[config.mk]
export PLATFORM = sky130hd
export DESIGN_NAME = fetch_queue
export DESIGN_NICKNAME = d
export VERILOG_FILES = /design/src/rtl/fetch_queue.sv
export SDC_FILE = /design/constraint.sdc
export NUM_CORES = 1
export LEC_CHECK = 0
export BUFFER_PORTS_ARGS = -buffer_cell sky130_fd_sc_hd__clkbuf_2
export CAP_MARGIN = 5
export CORE_MARGIN = 4
export CORE_UTILIZATION = 60
export CTS_CLUSTER_SIZE = 30
export DETAILED_ROUTE_END_ITERATION = 8
export PLACE_DENSITY = 0.94
export SLEW_MARGIN = 30
export SYNTH_ARGS = -nofsm -noshare
export SYNTH_HDL_FRONTEND = slang
export SYNTH_SLANG_ARGS = --single-unit
[constraint.sdc]
create_clock -name clk -period 9.3 [get_ports clk]
set_clock_uncertainty 0.15 [all_clocks]
set_input_delay 0.93 -clock clk [delete_from_list [all_inputs] [get_ports clk]]
set_output_delay 0.93 -clock clk [all_outputs]
set_load 0.03 [all_outputs]
[src/rtl/fetch_queue.sv]
// Instruction fetch stage: owns the fetch PC, issues in-order imem requests under a
// credit limit, and buffers returning instructions in a small queue feeding decode.
module fetch_queue #(
  parameter int              XLEN     = 32,
  parameter logic [XLEN-1:0] RESET_PC = '0,
  parameter int              DEPTH    = 2
) (
  input  logic            clk,
  input  logic            rst,
  input  logic            redirect_valid,
  input  logic [XLEN-1:0] redirect_pc,
  output logic            imem_req_valid,
  input  logic            imem_req_ready,
  output logic [XLEN-1:0] imem_req_addr,
  input  logic            imem_rsp_valid,
  input  logic [XLEN-1:0] imem_rsp_data,
  output logic            if_valid,
  input  logic            if_ready,
  output logic [XLEN-1:0] if_pc,
  output logic [XLEN-1:0] if_pc_plus4,
  output logic [XLEN-1:0] if_instr
);

  localparam int PW = $clog2(DEPTH);
  localparam int CW = PW + 1;

  typedef logic [PW-1:0] ptr_t;
  typedef logic [CW-1:0] cnt_t;

  localparam cnt_t DEPTH_C = cnt_t'(DEPTH);

  // Architectural fetch address and occupancy counters
  logic [XLEN-1:0] fetch_pc;
  cnt_t            count;
  cnt_t            outstanding;
  cnt_t            drop_cnt;

  // Instruction queue storage (read only through if_valid-gated outputs)
  logic [XLEN-1:0] q_pc    [DEPTH];
  logic [XLEN-1:0] q_instr [DEPTH];
  ptr_t            q_head;
  ptr_t            q_tail;

  // Tag FIFO: one PC per in-flight request, popped by every response
  logic [XLEN-1:0] tag_pc  [DEPTH];
  ptr_t            tag_head;
  ptr_t            tag_tail;

  logic            deq;
  logic            req_fire;
  logic            rsp_keep;
  logic            rsp_drop;
  logic            enq;
  logic [CW:0]     occ;
  logic [CW:0]     limit;
  cnt_t            outstanding_nxt;
  logic [XLEN-1:0] redirect_aligned;

  // Handshakes: a transfer happens on a rising edge where valid and ready are both 1.
  // imem_req_valid may drop without a transfer when decode stops draining the queue;
  // responses have no ready and are always consumed in the cycle they arrive.
  assign deq      = if_valid & if_ready;
  assign req_fire = imem_req_valid & imem_req_ready;
  assign rsp_keep = imem_rsp_valid & (drop_cnt == '0);
  assign rsp_drop = imem_rsp_valid & (drop_cnt != '0);
  assign enq      = rsp_keep & ~redirect_valid;

  // Credit: every in-flight request must find a free queue slot when it returns
  assign occ   = {1'b0, outstanding} + {1'b0, count};
  assign limit = {1'b0, DEPTH_C} + (CW+1)'(deq);

  assign imem_req_valid = rst & (occ < limit);
  assign imem_req_addr  = fetch_pc;

  assign outstanding_nxt  = outstanding + cnt_t'(req_fire) - cnt_t'(imem_rsp_valid);
  assign redirect_aligned = redirect_pc & ~(XLEN'(3));

  assign if_valid    = (count != '0);
  assign if_pc       = if_valid ? q_pc[q_head] : '0;
  assign if_pc_plus4 = if_valid ? q_pc[q_head] + XLEN'(4) : '0;
  assign if_instr    = if_valid ? q_instr[q_head] : '0;

  always_ff @(posedge clk or negedge rst) begin
    if (!rst) begin
      fetch_pc    <= RESET_PC;
      count       <= '0;
      outstanding <= '0;
      drop_cnt    <= '0;
      q_head      <= '0;
      q_tail      <= '0;
      tag_head    <= '0;
      tag_tail    <= '0;
    end else begin
      outstanding <= outstanding_nxt;

      if (req_fire)       tag_tail <= tag_tail + ptr_t'(1);
      if (imem_rsp_valid) tag_head <= tag_head + ptr_t'(1);

      if (redirect_valid) begin
        // Everything still in flight after this edge belongs to the wrong path
        fetch_pc <= redirect_aligned;
        drop_cnt <= outstanding_nxt;
        count    <= '0;
        q_head   <= '0;
        q_tail   <= '0;
      end else begin
        if (req_fire) fetch_pc <= fetch_pc + XLEN'(4);
        if (rsp_drop) drop_cnt <= drop_cnt - cnt_t'(1);
        if (deq)      q_head   <= q_head + ptr_t'(1);
        if (enq)      q_tail   <= q_tail + ptr_t'(1);
        count <= count + cnt_t'(enq) - cnt_t'(deq);
      end
    end
  end

  always_ff @(posedge clk) begin
    if (req_fire) tag_pc[tag_tail] <= fetch_pc;
    if (enq) begin
      q_pc[q_tail]    <= tag_pc[tag_head];
      q_instr[q_tail] <= imem_rsp_data;
    end
  end

  // Counter range invariants; any firing indicates a broken credit scheme
  always @(posedge clk) begin
    if (rst) begin
      assert (!(req_fire && outstanding == DEPTH_C));
      assert (!(imem_rsp_valid && outstanding == '0));
      assert (!(enq && !deq && count == DEPTH_C));
      assert (drop_cnt <= outstanding);
      assert (occ <= {1'b0, DEPTH_C});
    end
  end

endmodule

==> run metrics <==
status completed; die height 139.3 um; WS Path Type reg -> out; fill cell total of the finished layout 1083; CP Cell Sequence buf_6 -> mux2_2 -> ha_1 -> nand4_1 -> nor4_1 -> nor2_1 -> nor3b_1 -> mux2_2 -> clkbuf_2; commonest cells after routing, fill and taps aside clkbuf_2 (191), edfxtp_1 (184), nor2_1 (86), nand2_1 (64), mux2i_1 (55); critical path data arrival time 4.11 ns; Worst Path Buf+Inv 2; Vias/cell 5.802; largest net degree at the start of global routing 91; Final Max Slew Viols 0; CTS sink cnt 224; share of cells above drive strength 1 29.15%; Post-Synthesis Cell Area 10340 sq um; dpl hpwl 15710 um; Synth Area per Inst 13.09 sq um; Post-DRT Antenna Nets 0; Cells after Synth 790; FFs w/ async S/R, synth 17.86%; initial antenna violation count 0; Worst Path Max Fanout 90; final setup TNS 0 ns; Resized Gates After CTS 0; latest clock arrival within the worst-skew pair 0.50 ns; VDD IR max 163.8 uV; Die ar. 19390 sq um; Yosys reg bits 224; final setup fails 0; vias in the first global route 6941; Slew headroom 44.24%; H-Tree Depth 1; Worst path most repeated cell mux2_2; number of hold buffers added after CTS 0; PD cells 272.6 nW/um^2; Most used DFF post-synth edfxtp_1; post-layout util 72.42%; number of port buffers 191; fmax 0.1926 GHz; Vias 7049; final worst-path cycle share 55.84%; row count 47; sequential area share after synthesis 63.13%; worst-margin pin slew 0.8345 ns; First DRT Iteration DRCs 590; MaxCap Viol Count 0; min Tclk post-route 5.193 ns; GRT Util Overall 22.69%; Hold WC Path Type in -> async; WL per Instance 18.61 um; CP delay by family, top simple AND/OR/NAND/NOR gates; commonest non-fill, non-tap cell in the layout clkbuf_2; final net count 1058; Placer Congestion 0.8887; TritonCTS clock tree done; first-pass GRT wire length 35960 um; area growth from synthesis to layout 17.42%; EDFF count, synth 184; fin cells 1215; grt total ovfl 0; core footprint 16760 sq um; Root Driver clkbuf_16; final hold violations 0; clk slew on worst S/H paths 0.06 ns; Setup Fix Bufs, Post-CTS 0; clock buffer count from CTS 23; ANT cells 0; Pre-antenna DRT Iters 5; CTS max path bufs 3; crit end category primary output; Worst Path Required 8.22 ns; RSZ-0062 raised after global routing false; Leak 4.564 nW; Worst path slowest cell buf_6; crit-path max cell delay 0.66 ns; placed cell count 1174; IO Count 200; DRC Markers 0; Syn. warnings 0; Critical Path Start Type flop; Die X 139.3 um; Cell variety after synth 59; initial core utilization 61.68%; routed wire length 22610 um
[metal layers]
| layer | track usage, % | part of all wire (%) | up-vias |
|---|---|---|---|
| met3 | 3.465 | 7.5 | 32 |
| met2 | 37.99 | 50 | 340 |
| met1 | 31.34 | 41 | 3357 |
| met5 | 0 | 0 | - |
| met4 | 6.231 | 1.9 | 0 |
| li1 | - | - | 3320 |
[final timing paths]
path	from	cells past startpoint	slack [ns]	end
worst min register to register	tag_tail$_DFFE_PN0P_	1	0.40	tag_tail$_DFFE_PN0P_
max in group asynchronous	rst	2	8.24	q_head$_DFFE_PN0P_
worst min-delay path	rst	2	0.36	imem_req_addr[19]$_DFFE_PN0P_
min in group clk	tag_tail$_DFFE_PN0P_	1	0.40	tag_tail$_DFFE_PN0P_
worst max-delay path	q_head$_DFFE_PN0P_	9	4.11	if_pc_plus4[26]
worst max register to register	count[0]$_DFF_PN0_	11	6.18	drop_cnt[1]$_DFFE_PN0P_
[registers in the layout, indices dropped and copies added, names as in the netlist]
register	count
drop_cnt	2
q_pc	60
count	2
tag_tail	1
tag_head	1
tag_pc	60
q_tail	1
q_instr	64
q_head	1
outstanding	2
imem_req_addr	30
[cells in the mapped netlist, drive strengths merged, types with 2 or more instances]
cell type / instances / area, sq um
o31a: 2 / 17.52
xnor2: 27 / 236.5
nand4b: 3 / 47.54
a21oi: 8 / 40.04
nor4: 15 / 133.9
nor3: 14 / 70.07
ha: 8 / 100.1
nand3: 25 / 150.1
xor2: 22 / 192.7
or2: 2 / 12.51
o21a: 3 / 22.52
a32o: 2 / 20.02
nand3b: 9 / 67.56
o31ai: 6 / 45.04
o21ai: 39 / 195.2
and2: 7 / 43.79
nand2: 64 / 240.2
a32oi: 4 / 35.03
nand4: 28 / 196.4
buf: 26 / 180.2
nor3b: 2 / 15.01
a21boi: 2 / 15.01
clkbuf: 14 / 52.55
a31oi: 4 / 25.02
mux2i: 55 / 550.5
mux2: 38 / 427.9
o22ai: 2 / 12.51
nand2b: 6 / 37.54
nor2b: 5 / 31.28
o41ai: 2 / 17.52
a22oi: 3 / 22.52
or4: 3 / 30.03
edfxtp: 184 / 5525
and3: 6 / 38.79
dfrtp: 40 / 1001
nor2: 90 / 337.8
inv: 11 / 41.29
[final cells by class]
type / instances / area [sq um] / share of cell area [%]
flip-flops and latches: 224 / 6530 / 53.80
clock buffers: 30 / 601.8 / 4.958
clock inverters: 11 / 75.07 / 0.6185
inverters: 11 / 41.29 / 0.3402
repair buffers: 199 / 1020 / 8.401
well taps: 220 / 275.3 / 2.268
multi-input cells: 520 / 3595 / 29.62
[through the flow]
stage	hold slack, ns	power [mW]	cell area (sq um)	setup slack (ns)
after floorplan	0.3104	2.179	10360	4.703
after global placement	0.3750	2.456	11450	4.453
after detailed placement	0.3848	2.489	11450	4.688
after CTS	0.3557	3.321	12130	4.108
after global routing	0.4083	3.459	12140	3.801
final	0.3583	3.309	12140	4.107
[logic make-up (layout without fill, tap and decap cells)]
group / count (synthesis) / in the layout / share of synthesized area, %
other: 1 / 6 / 0.03628
multiplexers: 93 / 93 / 9.465
flip-flops: 224 / 224 / 63.13
AO/OA/AOI/OAI: 82 / 82 / 5.120
adder cells (fa/ha/maj): 9 / 9 / 1.162
buffers and inverters: 51 / 251 / 2.651
XOR/XNOR: 49 / 49 / 4.152
AND/OR/NAND/NOR: 281 / 281 / 14.28
[power by group]
part           switching, mW  internal, mW
registers             0.0887          1.25
clock network          0.352         0.481
logic                  0.786         0.355
[worst reg2reg max path: cells and delay by family (launching register included)]
kind | cells | cell delay, ns
flip-flops | 1 | 0.44
buffers and inverters | 1 | 0.03
AO/OA/AOI/OAI | 2 | 0.38
AND/OR/NAND/NOR | 2 | 0.44
XOR/XNOR | 2 | 0.32
adder cells (fa/ha/maj) | 4 | 1.26
Power figures use the tool's default switching activity.
